**config.mk**
```make
export PLATFORM = sky130hd
export DESIGN_NAME = control_unit_flat
export DESIGN_NICKNAME = d
export VERILOG_FILES = /design/src/rtl/control_unit_if.sv /design/src/rtl/control_unit.sv /design/src/flat_wrapper.sv
export SDC_FILE = /design/constraint.sdc
export NUM_CORES = 1
export LEC_CHECK = 0
export CAP_MARGIN = 30
export CORE_UTILIZATION = 45
export CTS_BUF_LIST = sky130_fd_sc_hd__clkbuf_8 sky130_fd_sc_hd__clkbuf_16
export CTS_CLUSTER_DIAMETER = 30
export DETAILED_ROUTE_END_ITERATION = 8
export PLACE_DENSITY = 0.84
export REMOVE_ABC_BUFFERS = 1
export SLEW_MARGIN = 0
export SYNTH_ARGS = -nofsm -noshare
export SYNTH_HDL_FRONTEND = slang
export SYNTH_SLANG_ARGS = --single-unit
```
**constraint.sdc**
```tcl
create_clock -name clock -period 3.35 [get_ports clock]
set_clock_uncertainty 0.2 [all_clocks]
set_input_delay 0.67 -clock clock [delete_from_list [all_inputs] [get_ports clock]]
set_output_delay 0.67 -clock clock [all_outputs]
set_load 0.03 [all_outputs]
```
**src/rtl/control_unit_if.sv**
```systemverilog
// control_unit_if
//   Bundles the opcode field and every DataPath control strobe driven by the
//   sequencer, so the sequencer and DataPath connect through one port.
//
//   There is no valid/ready handshake on this bus. Every strobe is a level
//   signal that is valid for one whole clock cycle, which is one T-state.
//   opcode is sampled only on the clock edge that leaves T2.
//
//   Signals:
//     opcode[4:0]       IR[31:27] from DataPath.
//     PCout .. IRin     fetch and memory strobes.
//     Yin .. BAout      ALU-path strobes.
//     Gra .. Rout       register-select strobes.
//     aluControl[4:0]   ALU operation code.
//     run               high while an instruction is sequencing.
//   Modports:
//     master   the sequencer (drives strobes, reads opcode).
//     slave    the DataPath side.
interface control_unit_if;
  logic [4:0] opcode;
  logic       PCout;
  logic       IncPC;
  logic       MARin;
  logic       MDRin;
  logic       MDRout;
  logic       read;
  logic       RAMenable;
  logic       IRin;
  logic       Yin;
  logic       ZLOin;
  logic       ZLOout;
  logic       ZHIout;
  logic       Cout;
  logic       BAout;
  logic       Gra;
  logic       Grb;
  logic       Grc;
  logic       Rin;
  logic       Rout;
  logic [4:0] aluControl;
  logic       run;

  modport master (
    input  opcode,
    output PCout, IncPC, MARin, MDRin, MDRout, read, RAMenable, IRin,
    output Yin, ZLOin, ZLOout, ZHIout, Cout, BAout,
    output Gra, Grb, Grc, Rin, Rout,
    output aluControl, run
  );

  modport slave (
    output opcode,
    input  PCout, IncPC, MARin, MDRin, MDRout, read, RAMenable, IRin,
    input  Yin, ZLOin, ZLOout, ZHIout, Cout, BAout,
    input  Gra, Grb, Grc, Rin, Rout,
    input  aluControl, run
  );
endinterface

```
**src/rtl/control_unit.sv**
```systemverilog
// control_unit
//   This is the Moore sequencing FSM for the Mini-SRC instruction subset. It
//   fetches an instruction in T0..T2 and captures the opcode on the edge that
//   leaves T2. It then runs the execute states for that opcode and returns to
//   T0. A halt instruction parks the FSM in HALT until clear is asserted.
//   All outputs are decoded from state_q and op_q only.
//
//   Ports:
//     clock    in   system clock; every state change happens on posedge.
//     clear    in   synchronous active-high reset. It forces RST and op_q=0.
//     bus      master modport of control_unit_if (opcode in, strobes out).
//     state_o  out  current state register, exposed for debug.
module control_unit (
  input  logic                  clock,
  input  logic                  clear,
  control_unit_if.master        bus,
  output logic [3:0]            state_o
);

  // State encoding
  localparam logic [3:0] S_RST  = 4'd0;
  localparam logic [3:0] S_T0   = 4'd1;
  localparam logic [3:0] S_T1   = 4'd2;
  localparam logic [3:0] S_T2   = 4'd3;
  localparam logic [3:0] S_T3   = 4'd4;
  localparam logic [3:0] S_T4   = 4'd5;
  localparam logic [3:0] S_T5   = 4'd6;
  localparam logic [3:0] S_T6   = 4'd7;
  localparam logic [3:0] S_T7   = 4'd8;
  localparam logic [3:0] S_HALT = 4'd9;

  // Opcode map
  localparam logic [4:0] OP_LD   = 5'b00000;
  localparam logic [4:0] OP_ADD  = 5'b00011;
  localparam logic [4:0] OP_SUB  = 5'b00100;
  localparam logic [4:0] OP_AND  = 5'b01010;
  localparam logic [4:0] OP_OR   = 5'b01011;
  localparam logic [4:0] OP_ADDI = 5'b01100;
  localparam logic [4:0] OP_MUL  = 5'b01111;
  localparam logic [4:0] OP_DIV  = 5'b10000;
  localparam logic [4:0] OP_MFHI = 5'b11000;
  localparam logic [4:0] OP_MFLO = 5'b11001;
  localparam logic [4:0] OP_HALT = 5'b11011;

  // The ALU add code is used for the effective-address and immediate adds.
  localparam logic [4:0] ALU_ADD = 5'b00011;

  logic [3:0] state_q, state_d;
  logic [4:0] op_q, op_d;

  // Opcode classes of the latched instruction
  logic is_alu3, is_addi, is_ld, is_muldiv;

  always_comb begin
    is_alu3   = (op_q == OP_ADD) || (op_q == OP_SUB) ||
                (op_q == OP_AND) || (op_q == OP_OR);
    is_addi   = (op_q == OP_ADDI);
    is_ld     = (op_q == OP_LD);
    is_muldiv = (op_q == OP_MUL) || (op_q == OP_DIV);
  end

  // Next-state logic
  always_comb begin
    state_d = state_q;
    op_d    = op_q;
    case (state_q)
      S_RST: state_d = S_T0;
      S_T0:  state_d = S_T1;
      S_T1:  state_d = S_T2;
      S_T2: begin
        state_d = S_T3;
        // IR is loaded during T2, so the opcode is valid on this edge.
        op_d    = bus.opcode;
      end
      S_T3: begin
        if (op_q == OP_HALT)
          state_d = S_HALT;
        else if (is_alu3 || is_addi || is_ld || is_muldiv)
          state_d = S_T4;
        else
          state_d = S_T0;  // mfhi, mflo, nop and unknown opcodes end here
      end
      S_T4:   state_d = is_muldiv ? S_T0 : S_T5;
      S_T5:   state_d = is_ld ? S_T6 : S_T0;
      S_T6:   state_d = S_T7;
      S_T7:   state_d = S_T0;
      S_HALT: state_d = S_HALT;
      default: state_d = S_RST;  // unused encodings recover through RST
    endcase
  end

  always_ff @(posedge clock) begin
    if (clear) begin
      state_q <= S_RST;
      op_q    <= 5'd0;
    end else begin
      state_q <= state_d;
      op_q    <= op_d;
    end
  end

  // Output decode
  logic       pc_out, inc_pc, mar_in, mdr_in, mdr_out, rd, ram_en, ir_in;
  logic       y_in, zlo_in, zlo_out, zhi_out, c_out, ba_out;
  logic       gra, grb, grc, r_in, r_out;
  logic [4:0] alu_ctl;
  logic       run_w;

  always_comb begin
    pc_out  = 1'b0;
    inc_pc  = 1'b0;
    mar_in  = 1'b0;
    mdr_in  = 1'b0;
    mdr_out = 1'b0;
    rd      = 1'b0;
    ram_en  = 1'b0;
    ir_in   = 1'b0;
    y_in    = 1'b0;
    zlo_in  = 1'b0;
    zlo_out = 1'b0;
    zhi_out = 1'b0;
    c_out   = 1'b0;
    ba_out  = 1'b0;
    gra     = 1'b0;
    grb     = 1'b0;
    grc     = 1'b0;
    r_in    = 1'b0;
    r_out   = 1'b0;
    alu_ctl = 5'd0;
    run_w   = (state_q >= S_T0) && (state_q <= S_T7);
    case (state_q)
      S_T0: begin
        pc_out = 1'b1;
        mar_in = 1'b1;
        inc_pc = 1'b1;
      end
      S_T1: begin
        rd     = 1'b1;
        ram_en = 1'b1;
        mdr_in = 1'b1;
      end
      S_T2: begin
        mdr_out = 1'b1;
        ir_in   = 1'b1;
      end
      S_T3: begin
        if (is_alu3 || is_addi) begin
          grb   = 1'b1;
          r_out = 1'b1;
          y_in  = 1'b1;
        end else if (is_ld) begin
          // Base register goes through BAout so that R0 reads as zero.
          grb    = 1'b1;
          ba_out = 1'b1;
          y_in   = 1'b1;
        end else if (is_muldiv) begin
          gra   = 1'b1;
          r_out = 1'b1;
          y_in  = 1'b1;
        end else if (op_q == OP_MFHI) begin
          zhi_out = 1'b1;
          gra     = 1'b1;
          r_in    = 1'b1;
        end else if (op_q == OP_MFLO) begin
          zlo_out = 1'b1;
          gra     = 1'b1;
          r_in    = 1'b1;
        end
      end
      S_T4: begin
        zlo_in = 1'b1;
        if (is_alu3) begin
          grc     = 1'b1;
          r_out   = 1'b1;
          alu_ctl = op_q;
        end else if (is_muldiv) begin
          grb     = 1'b1;
          r_out   = 1'b1;
          alu_ctl = op_q;
        end else begin
          // addi and ld both add the sign-extended constant from C.
          c_out   = 1'b1;
          alu_ctl = ALU_ADD;
        end
      end
      S_T5: begin
        zlo_out = 1'b1;
        if (is_ld) begin
          mar_in = 1'b1;
        end else begin
          gra  = 1'b1;
          r_in = 1'b1;
        end
      end
      S_T6: begin
        rd     = 1'b1;
        ram_en = 1'b1;
        mdr_in = 1'b1;
      end
      S_T7: begin
        mdr_out = 1'b1;
        gra     = 1'b1;
        r_in    = 1'b1;
      end
      default: begin
      end
    endcase
  end

  assign bus.PCout      = pc_out;
  assign bus.IncPC      = inc_pc;
  assign bus.MARin      = mar_in;
  assign bus.MDRin      = mdr_in;
  assign bus.MDRout     = mdr_out;
  assign bus.read       = rd;
  assign bus.RAMenable  = ram_en;
  assign bus.IRin       = ir_in;
  assign bus.Yin        = y_in;
  assign bus.ZLOin      = zlo_in;
  assign bus.ZLOout     = zlo_out;
  assign bus.ZHIout     = zhi_out;
  assign bus.Cout       = c_out;
  assign bus.BAout      = ba_out;
  assign bus.Gra        = gra;
  assign bus.Grb        = grb;
  assign bus.Grc        = grc;
  assign bus.Rin        = r_in;
  assign bus.Rout       = r_out;
  assign bus.aluControl = alu_ctl;
  assign bus.run        = run_w;
  assign state_o        = state_q;

endmodule

```
**src/flat_wrapper.sv**
```systemverilog
// flat-port wrapper written by rule: the top's interface ports become plain ports
module control_unit_flat 
  (clock, clear, state_o, bus_opcode, bus_PCout, bus_IncPC, bus_MARin, bus_MDRin, bus_MDRout, bus_read, bus_RAMenable, bus_IRin, bus_Yin, bus_ZLOin, bus_ZLOout, bus_ZHIout, bus_Cout, bus_BAout, bus_Gra, bus_Grb, bus_Grc, bus_Rin, bus_Rout, bus_aluControl, bus_run);
  control_unit_if bus_i ();
  input  logic clock;
  input  logic clear;
  output logic [3:0] state_o;
  input wire logic [$bits(bus_i.opcode)-1:0] bus_opcode;
  output wire logic [$bits(bus_i.PCout)-1:0] bus_PCout;
  output wire logic [$bits(bus_i.IncPC)-1:0] bus_IncPC;
  output wire logic [$bits(bus_i.MARin)-1:0] bus_MARin;
  output wire logic [$bits(bus_i.MDRin)-1:0] bus_MDRin;
  output wire logic [$bits(bus_i.MDRout)-1:0] bus_MDRout;
  output wire logic [$bits(bus_i.read)-1:0] bus_read;
  output wire logic [$bits(bus_i.RAMenable)-1:0] bus_RAMenable;
  output wire logic [$bits(bus_i.IRin)-1:0] bus_IRin;
  output wire logic [$bits(bus_i.Yin)-1:0] bus_Yin;
  output wire logic [$bits(bus_i.ZLOin)-1:0] bus_ZLOin;
  output wire logic [$bits(bus_i.ZLOout)-1:0] bus_ZLOout;
  output wire logic [$bits(bus_i.ZHIout)-1:0] bus_ZHIout;
  output wire logic [$bits(bus_i.Cout)-1:0] bus_Cout;
  output wire logic [$bits(bus_i.BAout)-1:0] bus_BAout;
  output wire logic [$bits(bus_i.Gra)-1:0] bus_Gra;
  output wire logic [$bits(bus_i.Grb)-1:0] bus_Grb;
  output wire logic [$bits(bus_i.Grc)-1:0] bus_Grc;
  output wire logic [$bits(bus_i.Rin)-1:0] bus_Rin;
  output wire logic [$bits(bus_i.Rout)-1:0] bus_Rout;
  output wire logic [$bits(bus_i.aluControl)-1:0] bus_aluControl;
  output wire logic [$bits(bus_i.run)-1:0] bus_run;
  assign bus_i.opcode = bus_opcode;
  assign bus_PCout = bus_i.PCout;
  assign bus_IncPC = bus_i.IncPC;
  assign bus_MARin = bus_i.MARin;
  assign bus_MDRin = bus_i.MDRin;
  assign bus_MDRout = bus_i.MDRout;
  assign bus_read = bus_i.read;
  assign bus_RAMenable = bus_i.RAMenable;
  assign bus_IRin = bus_i.IRin;
  assign bus_Yin = bus_i.Yin;
  assign bus_ZLOin = bus_i.ZLOin;
  assign bus_ZLOout = bus_i.ZLOout;
  assign bus_ZHIout = bus_i.ZHIout;
  assign bus_Cout = bus_i.Cout;
  assign bus_BAout = bus_i.BAout;
  assign bus_Gra = bus_i.Gra;
  assign bus_Grb = bus_i.Grb;
  assign bus_Grc = bus_i.Grc;
  assign bus_Rin = bus_i.Rin;
  assign bus_Rout = bus_i.Rout;
  assign bus_aluControl = bus_i.aluControl;
  assign bus_run = bus_i.run;
  control_unit u_core (.clock(clock), .clear(clear), .bus(bus_i), .state_o(state_o));
endmodule
```
==> results of run 1 <==
## worst min-delay path, cell delays in order (launching register included)
cell	delay [ns]
dfxtp_1	0.33
buf_4	0.20
a211oi_1	0.08
## where the power goes
part,internal [mW],switching (mW)
Combinational,0.0695,0.0867
Clock,0.0799,0.0438
Sequential,0.114,0.0219
## cells by family after synthesis
| kind of cell | Yosys count | synth area share |
|---|---|---|
| AO/OA/AOI/OAI | 27 | 0.211 |
| XOR/XNOR | 3 | 0.0310 |
| adder cells (fa/ha/maj) | 1 | 0.0118 |
| buffers and inverters | 19 | 0.117 |
| flip-flops | 9 | 0.213 |
| multiplexers | 4 | 0.0473 |
| AND/OR/NAND/NOR | 57 | 0.369 |
## flip-flops by register name, summed over array words and instances (netlist names)
name / count
u_core.op_q: 5
u_core.state_o: 4
## routing by layer
metal / vias up / part of all wire / global-route usage
li1: 470 / - / -
met2: 21 / 0.50 / 0.380
met1: 443 / 0.47 / 0.311
met3: 2 / 0.029 / 0.0119
met4: 0 / 0.0045 / 0.103
met5: - / 0 / 0
## cell usage after synthesis, types with 3 or more instances
master / n / share of area
mux2i_1: 4 / 0.047
buf_2: 7 / 0.041
nor2b_1: 6 / 0.044
buf_4: 3 / 0.027
nor3_1: 5 / 0.030
a21oi_1: 9 / 0.053
nand2b_1: 3 / 0.022
nand2_1: 10 / 0.044
o21ai_0: 4 / 0.024
dfxtp_1: 9 / 0.21
nor2_1: 18 / 0.080
inv_1: 3 / 0.013
clkbuf_1: 3 / 0.013
## how the worst max path moves through the flow
stage                                 startpoint                 to  slack [ns]
floorplan           u_core.state_o[0]$_SDFF_PP0_          bus_MDRin       -1.20
global placement     u_core.op_q[2]$_SDFFE_PP0P_           bus_Rout        0.47
detailed placement   u_core.op_q[2]$_SDFFE_PP0P_           bus_Rout        0.39
CTS                  u_core.op_q[2]$_SDFFE_PP0P_           bus_Rout        0.14
global route        u_core.state_o[2]$_SDFF_PP0_  bus_aluControl[3]        0.02
finish               u_core.op_q[0]$_SDFFE_PP0P_  bus_aluControl[3]        0.13
## final cells by class
type / count / share of cell area
clock buffer: 3 / 0.0341
clock inverter: 1 / 0.00310
inverter: 4 / 0.0124
multi-input combinational: 92 / 0.469
sequential: 9 / 0.149
tap: 25 / 0.0258
timing repair buffer: 38 / 0.308
## layout by cell type (no fill, tap or decap), types with 2 or more instances in the layout
| cell type | n |
|---|---|
| o21ai_0 | 4 |
| nand2b_1 | 3 |
| nand2_1 | 10 |
| a211oi_1 | 2 |
| inv_1 | 4 |
| nor2_1 | 18 |
| a22o_1 | 2 |
| and3_1 | 2 |
| buf_4 | 3 |
| mux2i_1 | 4 |
| o21ai_1 | 2 |
| xor2_1 | 2 |
| dfxtp_1 | 9 |
| nand3_1 | 2 |
| nor2b_1 | 6 |
| a21oi_1 | 9 |
| clkbuf_8 | 3 |
| nor3_1 | 5 |
| clkdlybuf4s50_1 | 35 |
## per-stage QoR
step	setup WS, ns	cell area [µm²]
3_5_place_dp	0.387	1170
2_1_floorplan	-1.20	763
3_3_place_gp	0.473	1170
4_1_cts	0.135	1210
5_1_grt	0.0221	1210
6_report	0.125	1210
==> out/qor.csv, run 1 <==
stage,metric,value,unit
critical_path,reg2reg setup slack,1.37,ns
cells_and_area,area grow syn2layout,43.1,%
clock_tree,Worst-Skew Late Latency,0.23,ns
detailed_routing,vias,936,
cells_and_area,multi-input combinational cell area,568,µm²
sta,Worst slew margin,0.642,
detailed_routing,DR pass1 iterations,4,
hold_path,WHS Path Cells,2,
floorplan,Row Count,15,
floorplan,Chip Height,45.4,µm
detailed_routing,DR WL/cell,12.8,µm
sta,FMAX,310,MHz
detailed_routing,initial drt markers,27,
critical_path,reg2reg end,u_core.state_o[2]$_SDFF_PP0_,
pwr,PnR Total Power,0.416,mW
cells_and_area,final non-filler cell total,172,
clock_tree,clock buffer count from CTS,3,
clock_tree,hold buffer count at cts,0,
logic_synthesis,Synth cell types,43,
sta,Least-Margin Pin Slew,0.536,ns
hold_path,hold endpoint,u_core.state_o[1]$_SDFF_PP0_,
floorplan,die width,45.4,µm
logic_synthesis,Cells after Synth,120,
cells_and_area,fin util,0.695,
detailed_routing,WL final,2.21,mm
floorplan,# IOs,36,
cells_and_area,fill count,139,
pwr,worst vdd ir,0.304,mV
grt,Overflow after GRT,0,
floorplan,Die ar.,2060,µm²
clock_tree,H-tree levels,1,
clock_tree,CTS sink cnt,9,
detailed_routing,Final ANT Viol Nets,0,
clock_tree,clock slew at reported path FFs,0.05,ns
pwr,leakage,0.461,nW
clock_tree,post_cts resized,0,
critical_path,WP data arrival,2.35,ns
cells_and_area,fin nets,155,
grt,vias in the first global route,834,
critical_path,Worst Setup Start Kind,flop,
logic_synthesis,synthesized area,847,µm²
sta,Tmin final,3.22,ns
cells_and_area,share of layout cells above drive strength 1,0.0748,
critical_path,Critical Path Sink Type,primary output,
placement,Buffers on Ports,35,
clock_tree,clock root buffer,clkbuf_8,
logic_synthesis,"Seq/Total Area, Yosys",0.213,
critical_path,Buf/Inv on CP,1,
pwr,PD cells,343,nW/µm²
critical_path,kind of cell adding the most delay to the critical path,buffers and inverters,
sta,"Setup violations, final",0,
critical_path,CP max stage delay,0.67,ns
clock_tree,postcts setup bufs,0,
sta,RSZ-0062 raised after global routing,no,
clock_tree,TritonCTS clock tree,built,
logic_synthesis,Ys Warns,0,
critical_path,"Slowest-stage cell, CP",clkdlybuf4s50_1,
critical_path,cells on worst reg2reg path,5,
logic_synthesis,Main synth FF type,dfxtp_1,
floorplan,initial core utilization,0.485,
critical_path,WP depth,6,
logic_synthesis,#FFs+latches synth,9,
detailed_routing,DRC,0,
grt,first-pass GRT wire length,3.52,mm
critical_path,CP cell instances,nor3_4 -> nand2_1 -> a21boi_1 -> o21ai_1 -> and3_1 -> clkdlybuf4s50_1,
sta,Final period util,0.963,
status,status,"complete, no violations",
floorplan,core area,1750,µm²
grt,Tot GR Track Use,0.231,
cells_and_area,# diodes,0,
critical_path,largest fanout on the critical path,10,
hold_path,Hold Path Class,flop to flop,
detailed_routing,vias per cell,5.44,
cells_and_area,register area,180,µm²
placement,DP Cell Count,168,
sta,fin. max-slew vios,0,
sta,Final Hold Vio Count,0,
critical_path,reg-to-reg critical path startpoint,u_core.op_q[0]$_SDFFE_PP0P_,
flow_run,max_cap viols,0,
logic_synthesis,Post-synth ARST share,0,
hold_path,hold_sp,u_core.state_o[3]$_SDFF_PP0_,
sta,Min Hold Slack,0.462,ns
placement,RePlAce Congestion,0.867,
placement,post-DP HPWL,1.65,mm
grt,initial antenna violation count,0,
critical_path,Worst EP required,2.48,ns
sta,post-route setup TNS,0,ns
critical_path,Crit Path Class,flop to primary output,
logic_synthesis,Synth Area per Inst,7.06,µm²
logic_synthesis,Post-synth EDFFs,0,
grt,largest net degree at the start of global routing,18,
clock_tree,maximum buffer depth of the clock tree,2,
Power figures use the tool's default switching activity.
==> run 2, diff against run 1 <==
--- a/config.mk
+++ b/config.mk
@@ -8,7 +8,7 @@
 export CAP_MARGIN = 30
 export CORE_UTILIZATION = 45
 export CTS_BUF_LIST = sky130_fd_sc_hd__clkbuf_8 sky130_fd_sc_hd__clkbuf_16
-export CTS_CLUSTER_DIAMETER = 30
+export CTS_CLUSTER_DIAMETER = 60
 export DETAILED_ROUTE_END_ITERATION = 8
 export PLACE_DENSITY = 0.84
 export REMOVE_ABC_BUFFERS = 1
==> results of run 2 <==
No change in the layout: final DEF, timing and power equal those of run 1.
